### src/rtl/rs_ram_pkg.sv
// Shared definitions for the working-RAM arbiter: default geometry, FSM state encoding,
// read latency of the attached RAM, and the encoding of the last round-robin winner.
package rs_ram_pkg;

  localparam int AW_DEF     = 5;
  localparam int DW_DEF     = 16;
  localparam int RAM_RD_LAT = 1;

  typedef enum logic [1:0] {
    ST_IDLE  = 2'd0,
    ST_OWN_A = 2'd1,
    ST_OWN_B = 2'd2
  } state_t;

  // last-winner flag: 0 = A won the most recent grant, 1 = B did
  localparam logic WIN_A = 1'b0;
  localparam logic WIN_B = 1'b1;

endpackage

### src/rtl/rr_arb2.sv
// Two-way round-robin picker: a single requester always wins; on a tie the side that did
// not win last time is chosen. Purely combinational.
module rr_arb2
  import rs_ram_pkg::*;
(
  input  logic [1:0] req,   // [0] = A, [1] = B
  input  logic       last,  // WIN_A / WIN_B
  output logic [1:0] gnt
);

  // one-hot pick; a tie goes to the side opposite the previous winner
  always_comb begin
    gnt = 2'b00;
    case (req)
      2'b01:   gnt = 2'b01;
      2'b10:   gnt = 2'b10;
      2'b11:   gnt = (last == WIN_B) ? 2'b01 : 2'b10;
      default: gnt = 2'b00;
    endcase
  end

endmodule

### src/rtl/ram_access_arbiter.sv
// Shares one single-port working RAM between requester A (syndrome/write-back) and
// requester B (Euclid engine). Per-access round-robin, optional locked bursts capped at
// LOCK_MAX grants, read data returned RAM_RD_LAT cycles after the grant with a valid.
module ram_access_arbiter
  import rs_ram_pkg::*;
#(
  parameter int AW       = AW_DEF,
  parameter int DW       = DW_DEF,
  parameter int LOCK_MAX = 8
) (
  input  logic          clk,
  input  logic          rst_n,

  input  logic          a_req,
  input  logic          a_we,
  input  logic          a_lock,
  input  logic [AW-1:0] a_addr,
  input  logic [DW-1:0] a_wdata,
  output logic          a_gnt,
  output logic          a_rvalid,
  output logic [DW-1:0] a_rdata,

  input  logic          b_req,
  input  logic          b_we,
  input  logic          b_lock,
  input  logic [AW-1:0] b_addr,
  input  logic [DW-1:0] b_wdata,
  output logic          b_gnt,
  output logic          b_rvalid,
  output logic [DW-1:0] b_rdata,

  output logic          ram_ren,
  output logic          ram_wen,
  output logic [AW-1:0] ram_addr,
  output logic [DW-1:0] ram_din,
  input  logic [DW-1:0] ram_dout
);

  localparam int            CW          = $clog2(LOCK_MAX + 1);
  localparam logic [CW-1:0] LOCK_MAX_C  = CW'(LOCK_MAX);
  localparam logic [CW-1:0] CNT_ONE     = CW'(1);

  state_t        state_q, state_d;
  logic          last_q, last_d;
  logic [CW-1:0] cnt_q, cnt_d;
  logic [1:0]    arb_gnt;
  logic          at_limit;

  // read-issue pipelines, depth matches the RAM's registered read latency
  logic [RAM_RD_LAT-1:0] a_pipe_q, b_pipe_q;

  rr_arb2 u_arb (
    .req  ({b_req, a_req}),
    .last (last_q),
    .gnt  (arb_gnt)
  );

  assign at_limit = (cnt_q == LOCK_MAX_C);

  // state register: FSM state, last round-robin winner and burst length
  always_ff @(posedge clk or negedge rst_n) begin
    if (!rst_n) begin
      state_q <= ST_IDLE;
      last_q  <= WIN_B;
      cnt_q   <= '0;
    end else begin
      state_q <= state_d;
      last_q  <= last_d;
      cnt_q   <= cnt_d;
    end
  end

  // next state: lock entry/exit, burst counting and forced release at LOCK_MAX
  always_comb begin
    state_d = state_q;
    last_d  = last_q;
    cnt_d   = cnt_q;
    if (a_gnt) begin
      last_d = WIN_A;
    end else if (b_gnt) begin
      last_d = WIN_B;
    end
    case (state_q)
      ST_IDLE: begin
        if (a_gnt && a_lock) begin
          state_d = ST_OWN_A;
          cnt_d   = CNT_ONE;
        end else if (b_gnt && b_lock) begin
          state_d = ST_OWN_B;
          cnt_d   = CNT_ONE;
        end
      end
      ST_OWN_A: begin
        if (at_limit) begin
          // burst exhausted: hand the next tie to B
          state_d = ST_IDLE;
          cnt_d   = '0;
          last_d  = WIN_A;
        end else if (!a_lock) begin
          state_d = ST_IDLE;
          cnt_d   = '0;
        end else if (a_gnt) begin
          cnt_d = cnt_q + CNT_ONE;
        end
      end
      ST_OWN_B: begin
        if (at_limit) begin
          state_d = ST_IDLE;
          cnt_d   = '0;
          last_d  = WIN_B;
        end else if (!b_lock) begin
          state_d = ST_IDLE;
          cnt_d   = '0;
        end else if (b_gnt) begin
          cnt_d = cnt_q + CNT_ONE;
        end
      end
      default: begin
        state_d = ST_IDLE;
        cnt_d   = '0;
      end
    endcase
  end

  // outputs: grants from state + requests, and the RAM port muxed from the winner.
  // Grants are held off while reset is asserted so the RAM sees no access.
  always_comb begin
    a_gnt = 1'b0;
    b_gnt = 1'b0;
    case (state_q)
      ST_IDLE: begin
        a_gnt = arb_gnt[0];
        b_gnt = arb_gnt[1];
      end
      ST_OWN_A: a_gnt = a_req && !at_limit;
      ST_OWN_B: b_gnt = b_req && !at_limit;
      default: begin
        a_gnt = 1'b0;
        b_gnt = 1'b0;
      end
    endcase
    a_gnt = a_gnt & rst_n;
    b_gnt = b_gnt & rst_n;

    ram_ren  = (a_gnt & ~a_we) | (b_gnt & ~b_we);
    ram_wen  = (a_gnt &  a_we) | (b_gnt &  b_we);
    ram_addr = '0;
    ram_din  = '0;
    if (a_gnt) begin
      ram_addr = a_addr;
      ram_din  = a_wdata;
    end else if (b_gnt) begin
      ram_addr = b_addr;
      ram_din  = b_wdata;
    end
  end

  // read-valid pipelines; reset drops any read still in flight
  always_ff @(posedge clk or negedge rst_n) begin
    if (!rst_n) begin
      a_pipe_q <= '0;
      b_pipe_q <= '0;
    end else begin
      a_pipe_q <= (a_pipe_q << 1) | RAM_RD_LAT'(a_gnt & ~a_we);
      b_pipe_q <= (b_pipe_q << 1) | RAM_RD_LAT'(b_gnt & ~b_we);
    end
  end

  assign a_rvalid = a_pipe_q[RAM_RD_LAT-1];
  assign b_rvalid = b_pipe_q[RAM_RD_LAT-1];

  // the RAM bus floats between reads; only pass it through with a valid
  assign a_rdata = a_rvalid ? ram_dout : '0;
  assign b_rdata = b_rvalid ? ram_dout : '0;

endmodule

### config.mk
export PLATFORM = sky130hd
export DESIGN_NAME = ram_access_arbiter
export DESIGN_NICKNAME = d
export VERILOG_FILES = /design/src/rtl/rs_ram_pkg.sv /design/src/rtl/rr_arb2.sv /design/src/rtl/ram_access_arbiter.sv
export SDC_FILE = /design/constraint.sdc
export NUM_CORES = 1
export LEC_CHECK = 0
export ABC_AREA = 1
export CORE_MARGIN = 8
export CORE_UTILIZATION = 32
export CTS_CLUSTER_DIAMETER = 150
export CTS_CLUSTER_SIZE = 12
export DETAILED_ROUTE_END_ITERATION = 8
export GPL_ROUTABILITY_DRIVEN = 0
export MAX_ROUTING_LAYER = met4
export PLACE_DENSITY = 0.87
export RECOVER_POWER = 100
export SETUP_SLACK_MARGIN = 0.15
export SLEW_MARGIN = 30
export SYNTH_ARGS = -nofsm -noshare
export SYNTH_HDL_FRONTEND = slang
export SYNTH_SLANG_ARGS = --single-unit
export TNS_END_PERCENT = 50
### constraint.sdc
create_clock -name clk -period 3.2 [get_ports clk]
set_input_delay 0.32 -clock clk [delete_from_list [all_inputs] [get_ports clk]]
set_output_delay 0.32 -clock clk [all_outputs]
set_load 0.01 [all_outputs]
# Yosys cells after proc, flatten, opt, wreduce, memory -nomap -nowiden
# Cells that the tools add are included.
[word_totals] register_bits=9 latchBits=0 ramBits=0 rom_bits=0 output_inout_bits=59 memories=0
[classes] add_sub_neg=1 multipliers=0 div=0 n_lt_le_gt_ge=0 n_eq_ne=11 n_shift=0 mux=31 n_bitwise=10 n_reduce_logical=8
[ops] operator="2-to-1 mux 16 bit" count=4
[ops] operator="2-to-1 mux 4 bit" count=8
[ops] operator="2-to-1 mux 2 bit" count=7
[ops] operator="case mux 2 bit (3 select lines)" count=2
[ops] operator="case mux 4 bit (3 select lines)" count=1
[ops] operator="2-to-1 mux 5 bit" count=2
[ops] operator="inequality test 3 bit, second input constant" count=3
[ops] operator="inequality test 4 bit, second input constant" count=2
[ops] operator="AND 1 bit" count=6
[ops] operator="== test 2 bit, second input constant" count=3
[ops] operator="case mux 1 bit (2 select lines)" count=3
[ops] operator="AND reduction 3 bit" count=2
[ops] operator="adder 4 x 1 -> 4 bit, second input constant" count=1
[ops] operator="== test 2 x 1 -> 1 bit, second input constant" count=2
[ops] operator="== test 4 bit, second input constant" count=1
[ops] operator="logical AND 1 bit" count=4
[ops] operator="2-to-1 mux 1 bit" count=4
[ops] operator="zero test 2 bit" count=1
[ops] operator="NOT 1 bit" count=2
[ops] operator="bitwise OR 1 bit" count=2
[ops] operator="zero test 1 bit" count=1

# Logic depth before layout (Yosys ltp)
# Gate-level depths: netlist of run 1.
[logic_depth] depth_word=9 depth_mapped=10 depth_no_buf=10

# Hierarchy
# Synthesis of run 1 repeated with hierarchy kept, for this count alone.
[hier_totals] hier_cells=230 hier_area_um2=1253.7
[by_module_without_submodules] mod="ram_access_arbiter" n_inst=1 cells_per_inst=225 area_each_um2=1232.4 seq_area_each_um2=226.5
[by_module_without_submodules] mod="rr_arb2" n_inst=1 cells_per_inst=5 area_each_um2=21.3 seq_area_each_um2=0.0

# Worst setup path after synthesis of run 1
# OpenSTA, ideal clock, no wires.
[synth_path] path_type="reg-to-output" start="reg state_q[0]" end="out ram_din[10]" arrival_time_ns=1.475 required_time_ns=2.880 path_slack_ns=1.405 path_stages_with_launch=10 n_path_buf=1 cell_sequence="dfrtp_1 inv_1 ha_1 nor2_1 nor2_2 nand2_4 inv_4 buf_2 nand2_1 nand2_1"
[synth_via] word_cells_on_any_way=9 cone_classes="eq/ne: 2; mux: 4; bitwise: 2; reduce/logical: 1"
[synth_rtl] element="from (decl)" line="ram_access_arbiter.sv:43" source="state_t state_q, state_d;"
[synth_rtl] element="from (signal assigned)" line="ram_access_arbiter.sv:67" source="state_q <= state_d;"
[synth_rtl] element="== test 2 x 1 -> 1 bit / zero test 2 bit (equally long branches)" line="ram_access_arbiter.sv:130" source="case (state_q)"
[synth_rtl] element="case mux 1 bit (2 select lines) (*)" line="ram_access_arbiter.sv:130"
[synth_rtl] element="AND 1 bit (*)" line="ram_access_arbiter.sv:142" source="a_gnt = a_gnt & rst_n;"
[synth_rtl] element="named net a_gnt" line="ram_access_arbiter.sv:19" source="output logic a_gnt,"
[synth_rtl] element="2-to-1 mux 16 bit (*)" line="ram_access_arbiter.sv:149" source="if (a_gnt) begin"
[synth_rtl] element="to (decl)" line="ram_access_arbiter.sv:35" source="output logic [DW-1:0] ram_din,"
# Mark *: on every way through the listed nets, which the timed path passes. The rest lies on a longest branch.

# Final worst setup path of run 1
[layout_path] start="reg state_q[0]" end="out ram_addr[3]"
[layout_via] elab_chain_cells=5 word_cells_on_any_way=9 cone_classes="eq/ne: 2; mux: 4; bitwise: 2; reduce/logical: 1"
[layout_rtl] element="== test 2 bit / zero test 2 bit (equally long branches)" line="ram_access_arbiter.sv:130"
[layout_rtl] element="case mux 1 bit (2 select lines)" line="ram_access_arbiter.sv:130"
[layout_rtl] element="AND 1 bit" line="ram_access_arbiter.sv:143" source="b_gnt = b_gnt & rst_n;"
[layout_rtl] element="2-to-1 mux 5 bit" line="ram_access_arbiter.sv:152" source="end else if (b_gnt) begin"
[layout_rtl] element="2-to-1 mux 5 bit (*)" line="ram_access_arbiter.sv:149"
[layout_rtl] element="to (decl)" line="ram_access_arbiter.sv:34" source="output logic [AW-1:0] ram_addr,"
# Mark *: on every way between the ends. The rest lies on a longest branch, timed or not.

==> results of run 1 <==
-- synthesized netlist by cell type, drive strengths merged (2+ instances only) --
master	instances	area share, %
nor2	12	4.4
ha	6	6.0
nand2	101	31
inv	48	14
o21ai	2	0.79
clkbuf	4	1.2
dfrtp	8	16
nand4	2	0.99
nand3	35	15
buf	6	3.4
-- kinds of logic (layout without fill, tap and decap cells) --
kind of cell | Yosys count | after routing
and+or+nand+nor | 153 | 153
buffers and inverters | 58 | 177
DFF | 9 | 9
adders and majority gates | 6 | 6
AOI/OAI and AO/OA | 5 | 5
xor gates and xnor gates | 2 | 2
-- path summary, 6_finish.rpt --
check,startpoint,to,slack [ns]
setup / recovery,state_q[0]$_DFFE_PN0P_,ram_addr[3],0.29
hold / removal,rst_n,state_q[0]$_DFFE_PN0P_,0.39
setup reg to reg,state_q[0]$_DFFE_PN0P_,cnt_q[3]$_DFFE_PN0P_,1.30
hold reg to reg,state_q[1]$_DFFE_PN0P_,state_q[1]$_DFFE_PN0P_,0.53
max in group asynchronous,rst_n,cnt_q[1]$_DFFE_PN0P_,2.29
min in group clk,state_q[1]$_DFFE_PN0P_,state_q[1]$_DFFE_PN0P_,0.53
-- per-layer routing --
layer  part of all wire, %  global-route usage [%]  vias up
li1                      -                       -      934
met1                    43                    19.1      793
met2                    49                    29.4       85
met3                   6.8                    2.60        8
met4                   1.3                    4.44        0
met5                     0                       -        -
-- flip-flops by register name, indices dropped and copies added, names as in the netlist --
register  cells
cnt_q         4
a_rvalid      1
b_rvalid      1
state_q       2
last_q        1
-- layout make-up --
class | instances | area (µm²)
clock buffers | 4 | 45.0
fillers | 344 | 1340
inverters | 48 | 184
multi-input cells | 166 | 783
flip-flops and latches | 9 | 226
well taps | 50 | 62.6
repair buffers | 125 | 1240
-- worst max-delay path, cell delays in order (launching register included) --
cell           delay (ns)
dfrtp_1              0.42
inv_1                0.10
ha_1                 0.28
nor2_1               0.08
nor2_1               0.24
nand2_4              0.23
inv_4                0.26
nand2_1              0.08
nand2_1              0.07
dlygate4sd3_1        0.60
-- through the flow --
stage | setup WS, ns | cell area (µm²)
after floorplan | 1.41 | 1260
after global placement | 0.498 | 2510
after detailed placement | 0.423 | 2510
after CTS | 0.358 | 2560
after global routing | 0.0958 | 2550
final | 0.288 | 2550
-- repair_timing --
action,in CTS,in global routing
endpoints found under the setup margin,0,2
buffers inserted,0,0
resized for setup,0,1
-- power by group --
group | switching (mW) | internal (mW) | total, mW
logic | 0.474 | 0.421 | 0.895
clock network | 0.0465 | 0.0870 | 0.133
registers | 0.0474 | 0.152 | 0.200
==> impl_metrics.env, run 1 <==
export IMPL_status="completed"
export IMPL_finalNetCount=425
export IMPL_syn_mean_instance_area_um2=5.41
export IMPL_setup_viol_count_final=0
export IMPL_critPathMaxFanout=25
export IMPL_worst_ep_arrival_time_ns=2.59
export IMPL_ys_ff_latch=9
export IMPL_synth_simple_area_share_pct=53.2
export IMPL_rsz0062_at_grt="no"
export IMPL_seq_area_frac_synth_pct=18.0
export IMPL_drc=0
export IMPL_clkSlewWorstSetupHoldPaths_ns=0.04
export IMPL_dp_hpwl_um=4590
export IMPL_fin_cells=402
export IMPL_final_core_util_pct=65.5
export IMPL_die_h_um=78.8
export IMPL_tightest_slew_ns=0.500
export IMPL_r2r_cells=9
export IMPL_place_inst=398
export IMPL_area_growth_pct=102
export IMPL_tns_ns=0
export IMPL_slew_headroom_pct=66.6
export IMPL_grt_max_degree=26
export IMPL_antenna_found_initial=0
export IMPL_numCtsBuffers=3
export IMPL_syn_nets=305
export IMPL_min_period_over_period_pct=91.0
export IMPL_ys_flop_type="dfrtp_1"
export IMPL_crit_type="flip-flop to primary output"
export IMPL_cts_root_buffer="clkbuf_8"
export IMPL_synthArstFlopShare_pct=100
export IMPL_synth_mux_area_share_pct=0
export IMPL_cts_sinks=9
export IMPL_grt_overflow_total=0
export IMPL_grt_pass1_wl_um=8240
export IMPL_grt_pass1_vias=1685
export IMPL_initial_utilization_pct=32.4
export IMPL_track_usage_pct=16.7
export IMPL_dieArea_mm2=0.00620
export IMPL_clockBufferDepth=2
export IMPL_final_cell_mix="99 x nand2_1, 85 x clkdlybuf4s50_1, 45 x inv_1"
export IMPL_ir_drop_v=0.000309
export IMPL_p_leak_nw=1.51
export IMPL_maxCapViolations=0
export IMPL_clock_skew_ns=0.00162
export IMPL_final_hold_violation_count=0
export IMPL_insertion_delay_ns=0.23
export IMPL_fin_hold_ws_ns=0.387
export IMPL_cts_tree="built"
export IMPL_row_count=23
export IMPL_drt_iter0_markers=48
export IMPL_drive_above_1_share_pct=3.41
export IMPL_synth_top_family_by_area="simple AND/OR/NAND/NOR gates"
export IMPL_diodes=0
export IMPL_hp_class="primary input to async pin"
export IMPL_via_per_inst=4.53
export IMPL_vias=1820
export IMPL_core_area_mm2=0.00388
export IMPL_totalWireLength_um=5370
export IMPL_wire_per_inst_um=13.4
export IMPL_die_w_um=78.8
export IMPL_numPortBuffers=124
export IMPL_synth_compound_area_share_pct=2.38
export IMPL_synthCells=233
export IMPL_boundaryPins=125
export IMPL_synthAdderAreaFrac_pct=5.96
export IMPL_layout_commonest_cell="nand2_1"
export IMPL_yosys_warnings=0
export IMPL_synth_area_mm2=0.00126
export IMPL_fmaxAchievable_mhz=343
export IMPL_cp_start_kind="flip-flop"
export IMPL_synthXorXnorAreaFrac_pct=1.39
export IMPL_cp_end_kind="primary output"
export IMPL_synth_edf_count=0
export IMPL_total_power_mw=1.23
export IMPL_cp_required_ns=2.88
export IMPL_htreeDepth=1
export IMPL_min_period_ns=2.91
export IMPL_ant_nets=0
export IMPL_power_density_mw_per_mm2=482
export IMPL_cts_hold_buf=0
export IMPL_drv_slew=0
export IMPL_drt_pass1_iter_count=4
export IMPL_ys_types=27
Note: power is estimated with default switching activity, not from simulation.
==> inputs of run 2 (changes only) <==
CORE_UTILIZATION = 30   (was 32)
PLACE_DENSITY = 0.82   (was 0.87)
clock period = 3.1 ns   (was 3.2 ns; I/O delays follow)
==> run 2 against run 1 <==
Net effect:
- clock skew grew 0.0020 ns
- sequential share of layout area hardly changed
- first-iteration DRC count did not move
- non-clock buffer count unchanged
- critical path type unchanged
- critical endpoint is now ram_wen
==> impl_metrics.env, run 2 (same netlist as run 1, synthesis figures left out) <==
export IMPL_tns_ns=0
export IMPL_numPortBuffers=124
export IMPL_wire_per_inst_um=13.9
export IMPL_setup_viol_count_final=0
export IMPL_row_count=23
export IMPL_via_per_inst=4.49
export IMPL_min_period_ns=2.82
export IMPL_cpPeakStageDelay_ns=0.62
export IMPL_hp_class="flip-flop to flip-flop"
export IMPL_grt_pass1_wl_um=8340
export IMPL_layout_commonest_cell="nand2_1"
export IMPL_antenna_found_initial=0
export IMPL_cts_hold_buf=0
export IMPL_area_growth_pct=103
export IMPL_drv_slew=0
export IMPL_stdcell_area_mm2=0.00255
export IMPL_status="completed"
export IMPL_critPathMaxFanout=25
export IMPL_power_frac_clock_pct=11.0
export IMPL_multi_input_area_um2=786
export IMPL_core_area_mm2=0.00403
export IMPL_fin_hold_ws_ns=0.532
export IMPL_total_power_mw=1.27
export IMPL_initial_utilization_pct=31.3
export IMPL_slew_headroom_pct=64.2
export IMPL_path_cells="inv_1 -> ha_1 -> nand3_2 -> nand2_1 -> nand2_2 -> nand2_4 -> inv_8 -> a22o_1 -> dlygate4sd3_1"
export IMPL_ir_drop_v=0.000382
export IMPL_finalNetCount=425
export IMPL_drt_iter0_markers=48
export IMPL_crit_type="flip-flop to primary output"
export IMPL_ant_nets=0
export IMPL_drc=0
export IMPL_clock_skew_ns=0.00357
export IMPL_drive_above_1_share_pct=3.69
export IMPL_clkSlewWorstSetupHoldPaths_ns=0.05
export IMPL_cts_tree="built"
export IMPL_switchingPower_mw=0.600
export IMPL_place_area_mm2=0.00251
export IMPL_cp_required_ns=2.79
export IMPL_combPwrFrac_pct=72.6
export IMPL_diodes=0
export IMPL_fill_cells=368
export IMPL_power_frac_seq_pct=16.4
export IMPL_critPathBufInv=3
export IMPL_dieArea_mm2=0.00653
export IMPL_grt_max_degree=26
export IMPL_drt_pass1_iter_count=4
export IMPL_internal_power_mw=0.665
export IMPL_p_leak_nw=1.55
export IMPL_vias=1803
export IMPL_clockBufferDepth=2
export IMPL_totalWireLength_um=5600
export IMPL_path_delay_family="buffers and inverters"
export IMPL_boundaryPins=125
export IMPL_htreeDepth=1
export IMPL_numCtsBuffers=3
export IMPL_largest_reg_flops=4
export IMPL_die_w_um=80.8
export IMPL_min_period_over_period_pct=91.1
export IMPL_switching_share_pct=47.4
export IMPL_insertion_delay_ns=0.24
export IMPL_cp_end_kind="primary output"
export IMPL_power_density_mw_per_mm2=495
export IMPL_final_cell_mix="99 x nand2_1, 70 x clkdlybuf4s50_1, 54 x dlygate4sd3_1"
export IMPL_track_usage_pct=16.3
export IMPL_rsz0062_at_grt="no"
export IMPL_regMostFlops="cnt_q"
export IMPL_cpMaxStageDelayCell="dlygate4sd3_1"
export IMPL_tightest_slew_ns=0.538
export IMPL_final_hold_violation_count=0
export IMPL_maxCapViolations=0
export IMPL_worst_ep_arrival_time_ns=2.51
export IMPL_grt_overflow_total=0
export IMPL_fmaxAchievable_mhz=354
export IMPL_grt_pass1_vias=1647
export IMPL_die_h_um=80.8
export IMPL_dp_hpwl_um=4780
export IMPL_regArea_um2=226
export IMPL_cp_start_kind="flip-flop"
export IMPL_cts_sinks=9
export IMPL_cts_root_buffer="clkbuf_8"
export IMPL_largestRegisters="cnt_q x4, state_q x2"
## run 2: cell count changes in the layout (fill, tap and decap cells not counted), sizes merged
cell / change
inv: +1
clkdlybuf4s50: -15
clkinv: -1
dlygate4sd3: +15
## run 2: power by group through the flow
stage,Combinational [mW],Sequential (mW),Clock (mW)
floorplan,0.558,0.187,0
global placement,0.954,0.209,0
detailed placement,0.968,0.210,0
CTS,0.973,0.208,0.142
global route,1.02,0.216,0.151
finish,0.919,0.207,0.139
## run 2: worst paths after layout
check / from / endpoint / slack [ns] / depth (start not counted)
worst max-delay path: cnt_q[0]$_DFFE_PN0P_ / ram_wen / 0.28 / 9
worst min-delay path: state_q[1]$_DFFE_PN0P_ / state_q[1]$_DFFE_PN0P_ / 0.53 / 2
worst max register to register: state_q[0]$_DFFE_PN0P_ / cnt_q[3]$_DFFE_PN0P_ / 1.28 / 9
worst min register to register: state_q[1]$_DFFE_PN0P_ / state_q[1]$_DFFE_PN0P_ / 0.53 / 2
max in group asynchronous: rst_n / last_q$_DFF_PN1_ / 2.11 / 2
min in group asynchronous: rst_n / cnt_q[1]$_DFFE_PN0P_ / 0.62 / 2
## run 2: timing repair
action / 4_1_cts / 5_1_grt
endpoints found under the setup margin: 0 / 22
setup buffers: 0 / 0
gates resized for setup: 0 / 5
## run 2: cell type report
class	instances	area share, %
Clock buffer	4	1.76
Inverter	48	7.44
Multi-Input combinational cell	166	30.8
Sequential cell	9	8.86
Tap cell	50	2.45
Timing Repair Buffer	125	48.7
## run 2: through the flow
step / cells / worst slack [ns] / utilization, %
3_5_place_dp: 398 / 0.465 / 62.4
4_1_cts: 402 / 0.257 / 63.5
2_1_floorplan: 233 / 1.32 / -
5_1_grt: 402 / 0.110 / 63.4
6_report: 402 / 0.277 / 63.4
3_3_place_gp: 398 / 0.493 / 62.4
## run 2: per-layer routing
metal  vias up  track usage, %  wire, µm
li1        936               -         -
met1       778            19.4      2320
met3         4            3.09       457
met2        85            28.4      2770
met4         0            2.50        53
met5         -               -         0
## run 2: worst min-delay path, delay by kind of cell, from the launching register on
kind,cells,cell delay (ns)
flip-flops,1,0.38
AND/OR/NAND/NOR,2,0.12
